## config.mk

```make
export PLATFORM = sky130hd
export DESIGN_NAME = game_score_display_flat
export DESIGN_NICKNAME = d
export VERILOG_FILES = /design/src/rtl/game_score_pkg.sv /design/src/rtl/game_score_if.sv /design/src/rtl/game_bin2bcd.sv /design/src/rtl/game_score_display.sv /design/src/flat_wrapper.sv
export SDC_FILE = /design/constraint.sdc
export NUM_CORES = 1
export LEC_CHECK = 0
export BUFFER_PORTS_ARGS = -buffer_cell sky130_fd_sc_hd__clkbuf_2
export CORE_UTILIZATION = 55
export DETAILED_ROUTE_END_ITERATION = 8
export PLACE_DENSITY = 0.74
export SLEW_MARGIN = 15
export SYNTH_ARGS = -nofsm -noshare
export SYNTH_HDL_FRONTEND = slang
export SYNTH_SLANG_ARGS = --single-unit
```

## constraint.sdc

```tcl
create_clock -name clk -period 7.4 [get_ports clk]
set_input_delay 0.37 -clock clk [delete_from_list [all_inputs] [get_ports clk]]
set_output_delay 0.37 -clock clk [all_outputs]
set_load 0.1 [all_outputs]
```

## src/rtl/game_score_pkg.sv

```systemverilog
// Shared definitions for the score display block.
//   conv_state_t / StIdle, StShift, StDone : converter FSM state encoding
//   SegTable  : a..g patterns for decimal digits 0..9 (bit 6 = a, bit 0 = g)
//   SegBlank  : all segments off, dp off
//   seg_decode: BCD nibble -> abcdefgh (dp always 0, non-decimal nibbles blank)
package game_score_pkg;

  typedef logic [1:0] conv_state_t;

  localparam conv_state_t StIdle  = 2'd0;
  localparam conv_state_t StShift = 2'd1;
  localparam conv_state_t StDone  = 2'd2;

  localparam logic [7:0] SegBlank = 8'h00;

  // Entry 0 is the rightmost element.
  localparam logic [9:0][6:0] SegTable = {
    7'b1111011,  // 9
    7'b1111111,  // 8
    7'b1110000,  // 7
    7'b1011111,  // 6
    7'b1011011,  // 5
    7'b0110011,  // 4
    7'b1111001,  // 3
    7'b1101101,  // 2
    7'b0110000,  // 1
    7'b1111110   // 0
  };

  function automatic logic [7:0] seg_decode(input logic [3:0] nibble);
    if (nibble > 4'd9) begin
      return SegBlank;
    end
    return {SegTable[nibble], 1'b0};
  endfunction

endpackage

```

## src/rtl/game_score_if.sv

```systemverilog
// Bundle between the game top level and the score display.
//   count      : live score (game side drives)
//   show_high  : 1 = display high score, 0 = display live score
//   abcdefgh   : segment drive, active-high, bit 7 = a .. bit 0 = dp
//   digit      : one-hot digit enable, bit 0 = least significant digit
//   high_score : maximum count seen since reset
//   busy       : decimal conversion in progress
// master = game side, slave = display block.
interface game_score_if #(
  parameter int unsigned w_count = 16,
  parameter int unsigned digits  = 5
) ();

  logic [w_count-1:0] count;
  logic               show_high;
  logic [7:0]         abcdefgh;
  logic [digits-1:0]  digit;
  logic [w_count-1:0] high_score;
  logic               busy;

  modport master (
    output count, show_high,
    input  abcdefgh, digit, high_score, busy
  );

  modport slave (
    input  count, show_high,
    output abcdefgh, digit, high_score, busy
  );

endinterface

```

## src/rtl/game_bin2bcd.sv

```systemverilog
// Sequential double-dabble binary to BCD converter, one bit per cycle.
//   clk, rst : clock, asynchronous active-low reset
//   start    : sampled in idle; loads bin and begins a conversion
//   bin      : binary value to convert
//   busy     : high while shifting and in the final done cycle
//   done     : high for the single cycle in which bcd holds the result
//   bcd      : BCD accumulator, digits nibbles, nibble 0 least significant
module game_bin2bcd
  import game_score_pkg::*;
#(
  parameter int unsigned w_count = 16,
  parameter int unsigned digits  = 5
) (
  input  logic                  clk,
  input  logic                  rst,
  input  logic                  start,
  input  logic [w_count-1:0]    bin,
  output logic                  busy,
  output logic                  done,
  output logic [4*digits-1:0]   bcd
);

  localparam int unsigned CntW = (w_count > 1) ? $clog2(w_count) : 1;

  conv_state_t         state_q, state_d;
  logic [w_count-1:0]  bin_q, bin_d;
  logic [4*digits-1:0] bcd_q, bcd_d;
  logic [4*digits-1:0] adj;
  logic [CntW-1:0]     cnt_q, cnt_d;

  always_comb begin
    state_d = state_q;
    bin_d   = bin_q;
    bcd_d   = bcd_q;
    cnt_d   = cnt_q;
    adj     = bcd_q;
    case (state_q)
      StIdle: begin
        if (start) begin
          bin_d   = bin;
          bcd_d   = '0;
          cnt_d   = CntW'(w_count - 1);
          state_d = StShift;
        end
      end
      StShift: begin
        // Pre-correct each nibble so the shift carries into the next decade.
        for (int i = 0; i < int'(digits); i++) begin
          if (bcd_q[4*i +: 4] >= 4'd5) begin
            adj[4*i +: 4] = bcd_q[4*i +: 4] + 4'd3;
          end
        end
        {bcd_d, bin_d} = {adj[4*digits-2:0], bin_q, 1'b0};
        if (cnt_q == '0) begin
          state_d = StDone;
        end else begin
          cnt_d = cnt_q - 1'b1;
        end
      end
      StDone: begin
        state_d = StIdle;
      end
      default: begin
        state_d = StIdle;
      end
    endcase
  end

  always_ff @(posedge clk or negedge rst) begin
    if (!rst) begin
      state_q <= StIdle;
      bin_q   <= '0;
      bcd_q   <= '0;
      cnt_q   <= '0;
    end else begin
      state_q <= state_d;
      bin_q   <= bin_d;
      bcd_q   <= bcd_d;
      cnt_q   <= cnt_d;
    end
  end

  assign busy = (state_q != StIdle);
  assign done = (state_q == StDone);
  assign bcd  = bcd_q;

endmodule

```

## src/rtl/game_score_display.sv

```systemverilog
// Score display: tracks the high score, converts the selected score to
// decimal and scans it onto a multiplexed seven-segment display.
//   clk, rst : game clock, asynchronous active-low reset
//   bus      : game_score_if slave (count/show_high in; abcdefgh, digit,
//              high_score, busy out)
// Optional build macro GAME_SCORE_LEADING_ZERO_BLANK_EN: blank leading-zero
// digits (digit 0 is always shown). Undefined: all digits shown.
module game_score_display
  import game_score_pkg::*;
#(
  parameter int unsigned clk_mhz               = 50,
  parameter int unsigned w_count               = 16,
  parameter int unsigned digits                = 5,
  parameter int unsigned refresh_counter_width = 16
) (
  input  logic         clk,
  input  logic         rst,
  game_score_if.slave  bus
);

  localparam longint unsigned MaxCount = (64'd1 << w_count) - 64'd1;
  localparam longint unsigned DecRange = 64'd10 ** digits;

  if (clk_mhz == 0 || DecRange <= MaxCount) begin : g_bad_params
    $error("game_score_display: digits too small for w_count, or clk_mhz is zero");
  end

  logic [w_count-1:0]               high_score_q, high_score_d;
  logic [w_count-1:0]               last_src_q, last_src_d;
  logic [4*digits-1:0]              disp_bcd_q, disp_bcd_d;
  logic [refresh_counter_width-1:0] refresh_q, refresh_d;
  logic [digits-1:0]                digit_q, digit_d;
  logic [7:0]                       seg_q, seg_d;
  logic [w_count-1:0]               src;
  logic                             start;
  logic                             conv_busy;
  logic                             conv_done;
  logic [4*digits-1:0]              conv_bcd;
  logic [3:0]                       nibble;
  logic                             zero_above;

  assign src          = bus.show_high ? high_score_q : bus.count;
  // A source that changed while converting stays != last_src and restarts here.
  assign start        = !conv_busy && (src != last_src_q);
  assign last_src_d   = start ? src : last_src_q;
  assign high_score_d = (bus.count > high_score_q) ? bus.count : high_score_q;
  assign disp_bcd_d   = conv_done ? conv_bcd : disp_bcd_q;
  assign refresh_d    = refresh_q + 1'b1;
  assign digit_d      = (&refresh_q) ? {digit_q[digits-2:0], digit_q[digits-1]} : digit_q;

  game_bin2bcd #(
    .w_count (w_count),
    .digits  (digits)
  ) u_bin2bcd (
    .clk   (clk),
    .rst   (rst),
    .start (start),
    .bin   (src),
    .busy  (conv_busy),
    .done  (conv_done),
    .bcd   (conv_bcd)
  );

  // Decode from next-state values so segments, digit and disp_bcd move together.
  always_comb begin
    nibble     = '0;
    zero_above = 1'b1;
    for (int i = 0; i < int'(digits); i++) begin
      if (digit_d[i]) begin
        nibble = disp_bcd_d[4*i +: 4];
      end
    end
    seg_d = seg_decode(nibble);
`ifdef GAME_SCORE_LEADING_ZERO_BLANK_EN
    for (int i = int'(digits) - 1; i >= 1; i--) begin
      zero_above = zero_above && (disp_bcd_d[4*i +: 4] == 4'd0);
      if (digit_d[i] && zero_above) begin
        seg_d = SegBlank;
      end
    end
`endif
  end

  always_ff @(posedge clk or negedge rst) begin
    if (!rst) begin
      high_score_q <= '0;
      last_src_q   <= '0;
      disp_bcd_q   <= '0;
      refresh_q    <= '0;
      digit_q      <= digits'(1);
      seg_q        <= seg_decode(4'd0);
    end else begin
      high_score_q <= high_score_d;
      last_src_q   <= last_src_d;
      disp_bcd_q   <= disp_bcd_d;
      refresh_q    <= refresh_d;
      digit_q      <= digit_d;
      seg_q        <= seg_d;
    end
  end

  assign bus.abcdefgh   = seg_q;
  assign bus.digit      = digit_q;
  assign bus.high_score = high_score_q;
  assign bus.busy       = conv_busy;

endmodule

```

## src/flat_wrapper.sv

```systemverilog
// flat-port wrapper written by rule: the top's interface ports become plain ports
module game_score_display_flat import game_score_pkg::*;
#(
  parameter int unsigned clk_mhz               = 50,
  parameter int unsigned w_count               = 16,
  parameter int unsigned digits                = 5,
  parameter int unsigned refresh_counter_width = 16
)
  (clk, rst, bus_count, bus_show_high, bus_abcdefgh, bus_digit, bus_high_score, bus_busy);
  game_score_if #(.w_count(w_count), .digits(digits)) bus_i ();
  input  logic clk;
  input  logic rst;
  input wire logic [$bits(bus_i.count)-1:0] bus_count;
  input wire logic [$bits(bus_i.show_high)-1:0] bus_show_high;
  output wire logic [$bits(bus_i.abcdefgh)-1:0] bus_abcdefgh;
  output wire logic [$bits(bus_i.digit)-1:0] bus_digit;
  output wire logic [$bits(bus_i.high_score)-1:0] bus_high_score;
  output wire logic [$bits(bus_i.busy)-1:0] bus_busy;
  assign bus_i.count = bus_count;
  assign bus_i.show_high = bus_show_high;
  assign bus_abcdefgh = bus_i.abcdefgh;
  assign bus_digit = bus_i.digit;
  assign bus_high_score = bus_i.high_score;
  assign bus_busy = bus_i.busy;
  game_score_display #(.clk_mhz(clk_mhz), .w_count(w_count), .digits(digits), .refresh_counter_width(refresh_counter_width)) u_core (.clk(clk), .rst(rst), .bus(bus_i));
endmodule
```

==> Word level (Yosys, flattened, before mapping) <==
Memories as Yosys holds them, arrays and structs flattened.
Index checks and enable logic that the tools add are counted.
{ "word_totals": {"in_bits": 19, "n_memories": 1, "wordCells": 69, "register_bits": 123, "out_inout_bits": 30, "rom_bits": 112} }
{ "mem_list": {"columns": ["name", "words", "word_bits", "read_ports", "rd_clocked_by_memory_dff", "write_ports", "line_no", "rtl"], "rows": [
  ["(name not given)", 16, 7, 1, 0, 0, "game_score_pkg.sv:34", "return {SegTable[nibble], 1'b0};"]
]} }
{ "classes": {"order_cmp": 8, "mux": 27, "n_eq_ne": 6, "add_sub_neg": 7, "n_reduce_logical": 10} }
{ "ops": {"columns": ["cell", "count"], "rows": [
  ["$mux W4", 11],
  ["$mux W20", 2],
  ["$pmux W20 S2", 1],
  ["$mux W16", 2],
  ["$pmux W16 S2", 1],
  ["$ge A4 B3 Y1 const B", 5],
  ["$add A16 B1 Y16 const B", 1],
  ["$add A4 B2 Y4 const B", 4],
  ["$gt A16 B16 Y1", 1],
  ["$mux W8", 2],
  ["$ne A16 B16 Y1", 1],
  ["$reduce_and A16 Y1", 1],
  ["$pmux W4 S2", 1],
  ["$mux W7", 1],
  ["$lt A4 B5 Y1 const B", 1],
  ["$mux W5", 1],
  ["$gt A4 B4 Y1 const B", 1],
  ["$logic_not A4 Y1", 1],
  ["$mux W2", 2],
  ["$ne A2 B2 Y1 const B", 2],
  ["$pmux W2 S2", 1],
  ["$reduce_and A2 Y1", 2],
  ["$reduce_bool A2 Y1", 2],
  ["$sub A4 B1 Y4 const B", 1],
  ["other kinds (10)", 10]
]} }

==> Depth between registers and ports, before layout <==
{ "depth": {"ltp_word": 10, "ltp_mapped": 14, "ltp_nobuf": 12} }

==> By module <==
Synthesis repeated with hierarchy kept, for this count alone.
{ "hier_totals": {"cells_unflattened": 616, "area_unflattened_um2": 6572.6} }
{ "modules_own_cells": {"columns": ["module", "area_each_um2", "n_inst", "cells_each"], "rows": [
  ["game_score_display", 4429.2, 1, 395],
  ["game_bin2bcd", 2143.3, 1, 221]
]} }

==> Least setup slack after synthesis <==
No wires, ideal clock.
{ "synth_path": {"path_type": "reg2reg", "startpoint": "reg u_core.high_score_q[1], in the netlist u_core.bus.high_score[1]", "endpoint": "reg u_core.high_score_q[11], in the netlist u_core.bus.high_score[11]", "n_path_buf": 2, "t_arrival_ns": 3.031, "path_stages_with_launch": 13, "slack_ns": 4.243, "period_less_slack_ns": 3.157, "setup_ns": 0.126, "path_cell_list": "dfrtp_1 > inv_1 > ha_1 > nor2b_1 > o21a_1 > o21a_1 > o21ai_0 > a21oi_1 > o21bai_1 > a21o_1 > clkbuf_1 > buf_2 > mux2_2"} }
{ "synth_between": {"elab_chain_len": 1} }
{ "synth_rtl": {"columns": ["item", "line_no", "rtl"], "rows": [
  ["start, declared", "game_score_display.sv:28", "logic [w_count-1:0] high_score_q, high_score_d;"],
  ["start signal, assigned", "game_score_display.sv:93", "high_score_q <= high_score_d;"],
  ["$gt A16 B16 Y1", "game_score_display.sv:46", "assign high_score_d = (bus.count > high_score_q) ? bus.count : high_score_q;"]
]} }
Every way passes these cells.
A chain may end at the register's enable or synchronous reset.

==> Worst setup path after layout <==
{ "layout_path": {"startpoint": "reg u_core.refresh_q[0]", "endpoint": "reg u_core.seg_q[2], in the netlist u_core.bus.abcdefgh[2]"} }
{ "layout_between": {"elab_chain_len": 10, "word_cells_on_any_way": 12, "cone_classes": "order compare: 1; mux: 9; reduce/logical: 1; memory: 1"} }
{ "layout_rtl": {"columns": ["item", "line_no", "rtl"], "rows": [
  ["start, declared", "game_score_display.sv:31", "logic [refresh_counter_width-1:0] refresh_q, refresh_d;"],
  ["start signal, assigned", "game_score_display.sv:96", "refresh_q <= refresh_d;"],
  ["$reduce_and A16 Y1 *", "game_score_display.sv:49", "assign digit_d = (&refresh_q) ? {digit_q[digits-2:0], digit_q[digits-1]} : digit_q;"],
  ["$mux W5 *", "game_score_display.sv:49", null],
  ["$mux W4 (4 in series)", "game_score_display.sv:69", "if (digit_d[i]) begin"],
  ["$mux W4 *", "game_score_display.sv:69", null],
  ["$mem_v2 Z16 W7 or $gt A4 B4 Y1 (tied branches)", null, null],
  ["$mux W7 (not written as such) or $mux W1 (tied branches)", "game_score_pkg.sv:34, game_score_pkg.sv:31", null],
  ["$mux W8 *", "game_score_pkg.sv:34", null],
  ["via u_core.seg_d[2]", "game_score_display.sv:33", "logic [7:0] seg_q, seg_d;"],
  ["end signal, assigned", "game_score_display.sv:91", "seg_q <= seg_decode(4'd0);"],
  ["end signal, assigned", "game_score_display.sv:98", "seg_q <= seg_d;"],
  ["end, declared", "game_score_display.sv:33", null]
]} }
The timed path passes the listed nets; every way through them passes the cells marked *. The select of a mux whose other input is x is not followed.

==> impl_metrics.toml <==
[cells_and_area]
nFillCells = 919
diodes = 0
layout-drive-gt1-share_pct = 19.3
multi_input_area_mm2 = 0.00316
nets = 703
stdcell_area_mm2 = 0.00741
areaGrowthSynthToFinish_pct = 13.3
post-route-util_pct = 64.4
regArea_mm2 = 0.00306

[sta]
min_period_ns = 3.62
rsz0062_at_grt = "false"
worst_slew_pin_slew_ns = 0.868
fin_worst_skew_ns = 0.00743
finalHoldViolCount = 0
setup-violations-final = 0
fmax_ghz = 0.276
final_max_slew_viol_count = 0
period_share_pct = 48.9
maxSlewHeadroom_pct = 41.7
finalSetupTns_ns = 0

[floorplanning]
start_util_pct = 56.8
die_h_um = 111
std_cell_rows = 39
core_area_mm2 = 0.0115
io_pins = 49
die_area_mm2 = 0.0123
die_w_um = 111

[grt]
grt_pass1_vias = 4665
grt_overflow_total = 0
grt.total_usage_pct = 23.7
grt_pass1_wl_um = 22700
grt_max_degree = 67
antenna_found_initial = 0

[synth]
synth.distinct_cells = 64
synthesis.area_mm2 = 0.00654
synth_xor_area_share_pct = 5.35
synth_compound_area_share_pct = 14.5
synth.avg_cell_area_um2 = 10.8
synth_top_cell_by_area = "dfrtp_1"
netlist_instances = 608
ys_seq_area_share_pct = 46.8
ys_ff_latch = 122
synth_top_family_by_area = "compound AO/OA/AOI/OAI gates"
synth_top_cell_area_share_pct = 44.0
yosysWarnings = 0
muxShareOfSynthArea_pct = 8.80
synth_fp_nets = 660
synth_simple_gate_area_share_pct = 13.3
synth_edf_count = 0
yosys.area_share.adder_pct = 6.31
yosys_most_used_dff = "dfrtp_1"
synthTopCellsByArea = "dfrtp_1 (44%), ha_1 (6.3%), mux2_2 (4.8%)"
async_flop_share_pct = 100

[critical_path]
critPathMaxFanout = 20
crit_type = "reg -> reg"
cp_data_arrival_time_ns = 3.97
cp.required_ns = 7.74
worstSetupEndpointType = "register"
cp-start-kind = "register"

[place]
placed_area_mm2 = 0.00685
hpwl_um = 9500
portBuffers = 47
place_congestion = 0.800

[clocking]
htreeDepth = 4
clock-root-buffer = "clkbuf_16"
cts.sinks = 122
cts_resized = 0
cts_tree = "done"
clock_latency_ns = 0.41
post_cts_buffers = 0
clock_path_buffers = 2
cts_buffers = 17
holdBufCountCts = 0
path_clk_slew_ns = 0.05

[power]
vdd_drop_max_mv = 0.209
p_int_mw = 1.84
swShare_pct = 41.6
switching_power_mw = 1.31
p_clk_share_pct = 24.6
p_seq_share_pct = 34.5
pwr-share-comb_pct = 40.8
p_leak_nw = 3.66
power_density_mw_per_mm2 = 425

[routing]
drc = 12
vias = 4756
wire_per_inst_um = 17.1
drtIter0Drc = 310
dr_wl_met2_um = 6520
wl_met1_um = 6390
via_per_inst = 5.89
drt_pass1_iterations = 6
drt-total-wl_um = 13800
wl_met3_um = 656
ant_nets = 0
highest_layer = "met4"

[status]
violations = "DRC"
outcome = "complete, but fails checks"

[run]
drv_cap = 0

[hold_path]
worstHoldPathType = "in -> async"
[worst max-delay path: stages, from the launching register on]
cell and delay [ns]:
dfrtp_1 0.36, ha_1 0.27, nand4_1 0.22, nor4_4 0.70
nor2b_1 0.22, a21oi_1 0.35, nor2_1 0.09, a21oi_1 0.36
inv_1 0.12, ha_1 0.23, nor2_1 0.27, mux2i_1 0.14
a21bo_1 0.21
[metal layers]
| metal | GRT usage, % | vias to the layer above |
|---|---|---|
| met5 | 0 | - |
| met4 | 8.38 | 0 |
| met3 | 5.19 | 14 |
| met2 | 37.2 | 140 |
| met1 | 32.5 | 2344 |
| li1 | - | 2258 |
[synthesized netlist by cell type (10+ instances only)]
| library cell | count |
|---|---|
| a21o_1 | 25 |
| a21oi_1 | 19 |
| a221o_1 | 15 |
| and3_1 | 21 |
| dfrtp_1 | 115 |
| ha_1 | 33 |
| inv_1 | 49 |
| mux2_2 | 28 |
| mux2i_1 | 17 |
| nand2_1 | 31 |
| nand2b_1 | 10 |
| nand3_1 | 27 |
| nor2_1 | 18 |
| o21ai_0 | 16 |
| o21ai_1 | 15 |
| xnor2_1 | 17 |
| xor2_1 | 23 |
[final timing paths]
kind / end / slack [ns] / from / cells after the start
max in group asynchronous: u_core.disp_bcd_q[0] / 6.10 / rst / 2
max: u_core.bus.abcdefgh[2] / 3.78 / u_core.refresh_q[0] / 12
min reg2reg: u_core.refresh_q[0] / 0.45 / u_core.refresh_q[0] / 1
min: u_core.bus.high_score[13] / 0.01 / rst / 1
min in group clk: u_core.bus.high_score[8] / 0.23 / bus_count[8] / 2
max reg2reg: u_core.bus.abcdefgh[2] / 3.78 / u_core.refresh_q[0] / 12
[power by group through the flow]
stage	registers (mW)	logic [mW]	clock network, mW
after floorplan	1.36	0.731	0
after global placement	1.09	1.23	0
after detailed placement	1.09	1.28	0
after CTS	1.08	1.29	0.789
after global routing	1.11	1.40	0.821
final	1.09	1.29	0.776
[logic make-up after synthesis]
kind of cell,after synthesis
compound gates,129
xor+xnor,40
fa+ha+maj,33
buf+inv,76
flops,122
mux,53
other cells,1
simple gates,154
[placed cells by master, fill, tap and decap left out, drive strengths merged, types with 21 or more instances in the layout]
master,count
and3,21
nand3,27
o21ai,31
a21o,25
dfrtp,115
nand2,32
mux2,36
inv,49
clkbuf,71
xor2,23
ha,33
[sequential cells by signal (all words and copies together), names as in the netlist, 5 cells and up]
register                flops
u_core.disp_bcd_q          20
u_core.u_bin2bcd.bcd       20
u_core.bus.high_score      16
u_core.last_src_q          16
u_core.refresh_q           16
u_core.u_bin2bcd.bin_q     16
u_core.bus.abcdefgh         7
u_core.bus.digit            5
[layout make-up]
cell class	count	area share, %
Multi-Input combinational cell	410	42.6
Sequential cell	122	41.3
Clock buffer	25	6.68
Timing Repair Buffer	51	3.61
Inverter	49	2.48
Tap cell	143	2.41
Clock inverter	7	0.878
[metrics by stage]
stage / instances / worst slack [ns] / hold slack (ns) / power, mW
2_1_floorplan: 608 / 4.24 / 0.0744 / 2.09
3_3_place_gp: 775 / 3.93 / 0.436 / 2.32
3_5_place_dp: 775 / 3.83 / 0.446 / 2.37
4_1_cts: 807 / 3.77 / 0.0344 / 3.17
5_1_grt: 807 / 3.45 / 0.0571 / 3.34
6_report: 807 / 3.78 / 0.0142 / 3.15
Power figures use the tool's default switching activity.
